## config.mk

```make
export PLATFORM = sky130hd
export DESIGN_NAME = inst_encoder_flat
export DESIGN_NICKNAME = d
export VERILOG_FILES = /design/src/rtl/inst_encoder_if.sv /design/src/rtl/inst_encoder.sv /design/src/flat_wrapper.sv
export SDC_FILE = /design/constraint.sdc
export NUM_CORES = 1
export LEC_CHECK = 0
export ABC_AREA = 1
export CORE_MARGIN = 8
export CORE_UTILIZATION = 42
export CTS_BUF_LIST = sky130_fd_sc_hd__clkbuf_2
export DETAILED_ROUTE_END_ITERATION = 6
export DONT_BUFFER_PORTS = 1
export PLACE_DENSITY = 0.61
export SLEW_MARGIN = 40
export SYNTH_ARGS = -nofsm -noshare
export SYNTH_HDL_FRONTEND = slang
export SYNTH_SLANG_ARGS = --single-unit
```

## constraint.sdc

```tcl
create_clock -name clk -period 2.6 [get_ports clk]
set_input_delay 0.78 -clock clk [delete_from_list [all_inputs] [get_ports clk]]
set_output_delay 0.78 -clock clk [all_outputs]
set_load 0.03 [all_outputs]
```

## src/rtl/inst_encoder_if.sv

```systemverilog
`default_nettype none
// =============================================================================
// inst_encoder_if : byte stream in, instruction-FIFO write port out
// Revision: 1.0
// =============================================================================
interface inst_encoder_if #(
    parameter int DATA_W = 82
);
    logic [7:0]        byte_in;
    logic              byte_valid;
    logic              sof;
    logic              byte_ready;
    logic              fifo_full;
    logic              fifo_wenable;
    logic [DATA_W-1:0] fifo_wdata;
    logic              frame_err;
    logic [7:0]        inst_count;

    modport master (
        output byte_in, byte_valid, sof, fifo_full,
        input  byte_ready, fifo_wenable, fifo_wdata, frame_err, inst_count
    );

    modport slave (
        input  byte_in, byte_valid, sof, fifo_full,
        output byte_ready, fifo_wenable, fifo_wdata, frame_err, inst_count
    );
endinterface
`default_nettype wire

```

## src/rtl/inst_encoder.sv

```systemverilog
`default_nettype none
// =============================================================================
// inst_encoder : packs an 11-byte frame into a sanitized 82-bit FIFO word
// Revision: 1.0
// =============================================================================
module inst_encoder #(
    parameter int DATA_W    = 82,
    parameter int NUM_BYTES = 11
) (
    input  wire             clk,
    input  wire             n_rst,
    inst_encoder_if.slave   bus
);
    localparam int c_FRAME_W = NUM_BYTES * 8;
    localparam int c_HOLD_W  = (NUM_BYTES - 1) * 8;

    typedef enum logic [1:0] {
        IDLE    = 2'd0,
        COLLECT = 2'd1,
        PUSH    = 2'd2
    } state_t;

    state_t                r_state;
    state_t                w_state_next;
    logic [3:0]            r_cnt;
    logic [3:0]            w_cnt_next;
    logic [3:0]            w_idx;
    logic [c_HOLD_W-1:0]   r_shift;
    logic [DATA_W-1:0]     r_wdata;
    logic                  r_frame_err;
    logic [7:0]            r_count;
    logic                  w_accept;
    logic                  w_store;
    logic                  w_load;
    logic                  w_err;
    logic                  w_wen;
    logic [c_FRAME_W-1:0]  w_frame;

    function automatic logic [DATA_W-1:0] sanitize(input logic [DATA_W-1:0] raw);
        logic [DATA_W-1:0] w;
        w = raw;
        if (raw[0]) begin
            w = {77'b0, raw[4:1], 1'b1};
        end else begin
            if (!raw[1])  w[49:34] = '0;
            if (!raw[51]) w[77:76] = '0;
            else          w[75:52] = '0;
        end
        return w;
    endfunction

    // The final byte is taken straight from the bus so the word can be judged
    // and registered in the same cycle it is accepted.
    assign w_frame  = {bus.byte_in, r_shift};
    assign w_accept = bus.byte_valid && (r_state != PUSH);
    assign w_wen    = (r_state == PUSH) && !bus.fifo_full;

    assign bus.byte_ready   = (r_state != PUSH);
    assign bus.fifo_wenable = w_wen;
    assign bus.fifo_wdata   = r_wdata;
    assign bus.frame_err    = r_frame_err;
    assign bus.inst_count   = r_count;

    always_ff @(posedge clk or negedge n_rst) begin
        if (!n_rst) r_state <= IDLE;
        else        r_state <= w_state_next;
    end

    always_comb begin
        w_state_next = r_state;
        w_cnt_next   = r_cnt;
        w_idx        = r_cnt;
        w_store      = 1'b0;
        w_load       = 1'b0;
        w_err        = 1'b0;
        case (r_state)
            IDLE: begin
                if (w_accept) begin
                    if (bus.sof) begin
                        w_store      = 1'b1;
                        w_idx        = 4'd0;
                        w_cnt_next   = 4'd1;
                        w_state_next = COLLECT;
                    end else begin
                        w_err = 1'b1;
                    end
                end
            end
            COLLECT: begin
                if (w_accept) begin
                    if (bus.sof) begin
                        w_err      = 1'b1;
                        w_store    = 1'b1;
                        w_idx      = 4'd0;
                        w_cnt_next = 4'd1;
                    end else if (r_cnt == 4'(NUM_BYTES - 1)) begin
                        w_cnt_next = 4'd0;
                        if (w_frame[c_FRAME_W-1:DATA_W] != '0) begin
                            w_err        = 1'b1;
                            w_state_next = IDLE;
                        end else begin
                            w_load       = 1'b1;
                            w_state_next = PUSH;
                        end
                    end else begin
                        w_store    = 1'b1;
                        w_cnt_next = r_cnt + 4'd1;
                    end
                end
            end
            PUSH: begin
                if (w_wen) w_state_next = IDLE;
            end
            default: w_state_next = IDLE;
        endcase
    end

    always_ff @(posedge clk or negedge n_rst) begin
        if (!n_rst) begin
            r_cnt       <= 4'd0;
            r_shift     <= '0;
            r_wdata     <= '0;
            r_frame_err <= 1'b0;
            r_count     <= 8'd0;
        end else begin
            r_cnt       <= w_cnt_next;
            r_frame_err <= w_err;
            if (w_store) r_shift[{w_idx, 3'b000} +: 8] <= bus.byte_in;
            if (w_load)  r_wdata <= sanitize(w_frame[DATA_W-1:0]);
            if (w_wen)   r_count <= r_count + 8'd1;
        end
    end
endmodule
`default_nettype wire

```

## src/flat_wrapper.sv

```systemverilog
// flat-port wrapper written by rule: the top's interface ports become plain ports
module inst_encoder_flat 
#(
    parameter int DATA_W    = 82,
    parameter int NUM_BYTES = 11
)
  (clk, n_rst, bus_byte_in, bus_byte_valid, bus_sof, bus_fifo_full, bus_byte_ready, bus_fifo_wenable, bus_fifo_wdata, bus_frame_err, bus_inst_count);
  inst_encoder_if #(.DATA_W(DATA_W)) bus_i ();
  input  wire clk;
  input  wire n_rst;
  input wire logic [$bits(bus_i.byte_in)-1:0] bus_byte_in;
  input wire logic [$bits(bus_i.byte_valid)-1:0] bus_byte_valid;
  input wire logic [$bits(bus_i.sof)-1:0] bus_sof;
  input wire logic [$bits(bus_i.fifo_full)-1:0] bus_fifo_full;
  output wire logic [$bits(bus_i.byte_ready)-1:0] bus_byte_ready;
  output wire logic [$bits(bus_i.fifo_wenable)-1:0] bus_fifo_wenable;
  output wire logic [$bits(bus_i.fifo_wdata)-1:0] bus_fifo_wdata;
  output wire logic [$bits(bus_i.frame_err)-1:0] bus_frame_err;
  output wire logic [$bits(bus_i.inst_count)-1:0] bus_inst_count;
  assign bus_i.byte_in = bus_byte_in;
  assign bus_i.byte_valid = bus_byte_valid;
  assign bus_i.sof = bus_sof;
  assign bus_i.fifo_full = bus_fifo_full;
  assign bus_byte_ready = bus_i.byte_ready;
  assign bus_fifo_wenable = bus_i.fifo_wenable;
  assign bus_fifo_wdata = bus_i.fifo_wdata;
  assign bus_frame_err = bus_i.frame_err;
  assign bus_inst_count = bus_i.inst_count;
  inst_encoder #(.DATA_W(DATA_W), .NUM_BYTES(NUM_BYTES)) u_core (.clk(clk), .n_rst(n_rst), .bus(bus_i));
endmodule
```

# After elaboration in Yosys (flattened, before gate mapping)
# Index checks and enable logic that the tools add are counted.
dict set report word_totals {
  ff_bits 177
  elab_cells 74
}
dict set report classes {
  add_sub_neg 3
  eq_ne 10
  shifts 2
  muxes 44
  n_reduce_logical 9
}
# op n
set ops {}
lappend ops {{80-bit bitwise mux} 1}
lappend ops {{8-bit by 9-bit variable shift with 80-bit output, first input constant} 1}
lappend ops {{8-bit by 9-bit variable part select with 80-bit output} 1}
lappend ops {{4-bit 2-to-1 mux} 9}
lappend ops {{34-bit 2-to-1 mux} 1}
lappend ops {{16-bit 2-to-1 mux} 2}
lappend ops {{26-bit 2-to-1 mux} 1}
lappend ops {{24-bit 2-to-1 mux} 1}
lappend ops {{2-bit 2-to-1 mux} 9}
lappend ops {{1-bit 2-to-1 mux} 16}
lappend ops {{7-bit negation with 9-bit output} 1}
lappend ops {{8-bit by 1-bit adder with 8-bit output, second input constant} 1}
lappend ops {{2-bit inequality test, second input constant} 4}
lappend ops {{4-bit one-hot mux with 2 select lines} 1}
lappend ops {{2-bit by 1-bit inequality test with 1-bit output, second input constant} 3}
lappend ops {{2-bit one-hot mux with 3 select lines} 1}
lappend ops {{6-bit AND reduction} 1}
lappend ops {{6-bit nonzero test} 1}
lappend ops {{4-bit by 1-bit adder with 4-bit output, second input constant} 1}
lappend ops {{4-bit equality test, second input constant} 1}
lappend ops {{1-bit one-hot mux with 2 select lines} 2}
lappend ops {{4-bit AND reduction} 1}
lappend ops {{2-bit by 1-bit equality test with 1-bit output, second input constant} 1}
lappend ops {{2-bit equality test, second input constant} 1}
lappend ops {{other kinds (5)} 6}

# Depth between registers and ports, before layout
dict set report depth {
  depth_word 7
  depth_mapped 14
  depth_no_buf 11
}

# Worst setup path before layout
# Ideal clock, no wire load.
dict set report synth_path {
  path_type {input -> register}
  startpoint {input port bus_sof}
  endpoint {register u_core.r_shift[16]}
  setup_time_ns 0.118
  arrival_time_ns 2.716
  path_slack_ns -0.234
  cell_stages 11
  n_path_buf 3
  path_cell_list {nand3_2 nand2_1 buf_2 buf_1 ha_1 clkbuf_1 nand3_1 nor2_2 nand3_1 nand2_1 nand2_1}
}
dict set report synth_between {
  elab_chain_len 6
}
# element line
set synth_lines {}
lappend synth_lines {{from (decl)} flat_wrapper.sv:13} ;# input wire logic [$bits(bus_i.sof)-1:0] bus_sof;
lappend synth_lines {{4-bit 2-to-1 mux} {inst_encoder.sv:79, inst_encoder.sv:91}}
lappend synth_lines {{4-bit 2-to-1 mux} inst_encoder.sv:78} ;# if (w_accept) begin
lappend synth_lines {{4-bit 2-to-1 mux} --}
lappend synth_lines {{7-bit negation with 9-bit output} inst_encoder.sv:128} ;# if (w_store) r_shift[{w_idx, 3'b000} +: 8] <= bus.byte_in;
lappend synth_lines {{8-bit by 9-bit variable part select with 80-bit output / 8-bit by 9-bit variable shift with 80-bit output (equally long branches)} inst_encoder.sv:128}
lappend synth_lines {{80-bit bitwise mux} inst_encoder.sv:128}
lappend synth_lines {{to (signal, indexed assignment)} inst_encoder.sv:128}
lappend synth_lines {{to (decl)} inst_encoder.sv:28} ;# logic [c_HOLD_W-1:0] r_shift;
# Parallel ways exist; a longest one is shown, timed or not.
# A chain may end at the register's enable or synchronous reset.

# Worst setup path in the final report
dict set report layout_path {
  startpoint {register u_core.r_state[1]}
  endpoint {register u_core.r_shift[58]}
}
dict set report layout_between {
  elab_chain_len 7
}
# element line
set layout_lines {}
lappend layout_lines {{from (decl)} inst_encoder.sv:23} ;# state_t r_state;
lappend layout_lines {{from (signal assigned)} inst_encoder.sv:66} ;# else r_state <= w_state_next;
lappend layout_lines {{2-bit inequality test} inst_encoder.sv:55} ;# assign w_accept = bus.byte_valid && (r_state != PUSH);
lappend layout_lines {{1-bit logical AND} inst_encoder.sv:55}
lappend layout_lines {{4-bit 2-to-1 mux} inst_encoder.sv:78}
lappend layout_lines {{4-bit 2-to-1 mux} --}
lappend layout_lines {{7-bit negation with 9-bit output} inst_encoder.sv:128}
lappend layout_lines {{8-bit by 9-bit variable part select with 80-bit output / 8-bit by 9-bit variable shift with 80-bit output (equally long branches)} inst_encoder.sv:128}
lappend layout_lines {{80-bit bitwise mux} inst_encoder.sv:128}
# Parallel ways exist; a longest one is shown, timed or not.

==> metrics <==
DP Wirelength=12.9 mm; Synth Warn #=0; Synth top area share=about three fifths; Final Cell Area=0.00813 sq mm; Synth top cells by count=340 x nand2_1, 177 x dfrtp_1, 121 x nand3_1; Slew headroom=between 60% and 70%; placed cell area=0.00784 sq mm; DR WL/cell=16.9 um; CTS tree=done; crit path kind=flip-flop to flip-flop; Post-Place Worst Slack=approximately 87 ps; Finished Layout Cells=approximately 1100; asr flop ratio synth=100%; Detailed Route WL=roughly 19 mm; Max clock buf depth=2; failing checks=hold timing; crit-path most repeated cell=nand2_1; GP Congestion=0.806; Worst setup SP type=flip-flop; EDFF count, synth=0; die area=approximately 0.022 sq mm; status=complete, but fails checks; H-Tree Depth=4; VDD IR max=roughly 0.35 mV; Worst Reg-to-Reg Cells=12; Finish-stage setup viols=0; DRC=0; Post-Syn Area=~0.0074 sq mm; FF-to-FF Start=u_core.r_state[1]; r2r setup slk=roughly 200 ps; 1st-iter DRT viols=470; sequential fraction of the synthesis area=59.5%; Critical R2R Capture=u_core.r_shift[58]; CP endpoint kind=flip-flop; placed insts=about 1100; Final ANT Viol Nets=0; critical path's slowest cell=dfrtp_1; critical path peak fanout=8; hold slack final=-347 ps; area grow syn2layout=9.16%; DIE WIDTH=149 um; largest net degree at the start of global routing=approximately 180; crit-path cells=inv_2, nand3_2, nand2_1, ha_1, nand3b_1, nand2_1, inv_1, nor2_2, buf_4, nand3_2, nand2_1, nand2_1; Critical Path AT=approximately 3000 ps; vias in the first global route=roughly 5400; IO buf count=0; flops & latches, synth=roughly 180; num ports=approximately 110; Final WS setup=~200 ps; Pre-Repair DR Iteration Count=5; Die Ht=between 100 and 150 um; actual slew at the worst max-slew pin=roughly 500 ps; first-pass GRT wire length=~30 mm; minimum clock period=2400 ps; Synth Instances=850; Layout Skew=~52 ps; ranking of synthesized cells by area=dfrtp_1 59%, nand2_1 17%, nand3_1 8.1%; Final TNS setup=0 ps; worst skew pair latency=770 ps; CTS Root Cell=clkbuf_2; total CTS buffers=17; Remaining Overflow, GRT=0; Final Slew Violations=0; layout cells sized above 1=9.78%; Avg Cell Area, Syn=slightly below 9 sq um; maxcap violations=0; Yosys top cell by area=dfrtp_1; vias=between 5000 and 6000; Rows=48; clk slew on worst S/H paths=between 200 and 300 ps; Hold Crit Class=input port to asynchronous set/reset pin; Worst Path Required=~3200 ps; dominant synthesized flop cell=dfrtp_1; Syn Nets=869; Final #Nets=between 800 and 900; Clock Sinks=177; initial antenna violation count=1; Vias/cell=between 5 and 6; GRT Overall Usage=around 17%; cell with the most instances after synthesis=nand2_1; final hold vios=approximately 180; Initial Util=43.0%; slowest stage delay, CP=around 540 ps; Leak=between 0.004 and 0.005 uW; Yosys cell types=30; PD cells=875 mW/mm^2; final critical-path share of the clock period=between 90% and 100%; highest clock rate=~0.42 GHz; Core ar.=0.0173 sq mm
per-layer routing:
layer	global-route usage, %	up-vias	wire length (um)
li1	-	2782	-
met1	23.7	2690	8710
met2	24.8	131	8170
met3	5.55	20	1480
met4	5.55	0	275
met5	0	-	0
repair_timing:
item	4_1_cts	5_1_grt
setup endpoints to repair	1	1
hold endpoints to repair	177	177
buffers inserted	0	0
cloned	0	0
gates resized for setup	3	2
layout make-up:
| type | instances | area [sq um] |
|---|---|---|
| clock buffers | 17 | 85.1 |
| inverters | 46 | 178 |
| fillers | 1710 | 9170 |
| flip-flops and latches | 177 | 4430 |
| multi-input cells | 589 | 2680 |
| clock inverters | 15 | 180 |
| well taps | 225 | 282 |
| repair buffers | 35 | 288 |
| diodes | 1 | 2.50 |
worst max-delay path by stage:
stage	to	cells past startpoint	slack, ps	from
2_1_floorplan	u_core.r_shift[40]	12	-2	bus_byte_valid
3_3_place_gp	u_core.r_shift[72]	8	160	bus_byte_valid
3_5_place_dp	u_core.r_shift[60]	11	90	bus_byte_valid
4_1_cts	bus_fifo_wenable	3	70	u_core.r_state[0]
5_1_grt	u_core.r_shift[58]	12	-2	u_core.r_state[1]
6_report	u_core.r_shift[58]	12	200	u_core.r_state[1]
metrics by stage:
stage / total power [uW] / util (%)
after floorplan: 4930 / -
after global placement: 5530 / 45.3
after detailed placement: 5570 / 45.3
after CTS: 7150 / 46.9
after global routing: 7600 / 47.0
final: 7110 / 47.0
report_power, final:
part / total (uW) / internal (uW) / switching (uW) / leakage [uW]
combinational: 1880 / 623 / 1250 / 0.00181
sequential: 3670 / 3290 / 374 / 0.00240
clock: 1570 / 554 / 1020 / 0.000157
total: 7110 / 4470 / 2640 / 0.00437
sequential cells by signal, indices dropped and copies added, names as in the netlist:
name                   flops
u_core.bus.fifo_wdata     82
u_core.r_shift            80
u_core.bus.inst_count      8
u_core.r_cnt               4
u_core.r_state             2
u_core.bus.frame_err       1
critical path, delay by kind of cell, from the launching register on:
| kind | cells | cell delay [ps] |
|---|---|---|
| simple gates | 8 | 1140 |
| flops | 1 | 540 |
| buf+inv | 3 | 360 |
| fa+ha+maj | 1 | 230 |
cell usage in the layout, fill, tap and decap left out:
master	instances
or2_2	1
xor2_1	6
dfrtp_1	177
o21ai_0	29
nand3_2	6
inv_2	4
nor3_4	1
bufinv_16	3
clkinv_1	5
nor2_4	1
buf_4	33
nor2_1	14
inv_1	39
ha_1	6
inv_6	6
nand2_2	1
diode_2	1
nand3_4	1
buf_12	2
nand3b_1	1
nor2_2	5
nand3_1	119
nand2_1	340
o21ai_1	11
o22ai_1	2
xnor2_1	2
clkbuf_2	17
nand4_1	19
a21oi_1	4
nor3_1	17
a21oi_2	1
clkinv_4	4
a31oi_1	2
cells by family (layout without fill, tap and decap cells):
logic type | after synthesis | in the layout | share of synthesized area (%)
compound gates | 49 | 49 | 3.41
fa+ha+maj | 6 | 6 | 1.01
other cells | 0 | 1 | 0
flops | 177 | 177 | 59.5
xor+xnor | 8 | 8 | 0.941
simple gates | 526 | 526 | 30.4
buf+inv | 84 | 113 | 4.70
(Power assumes the default switching activity.)
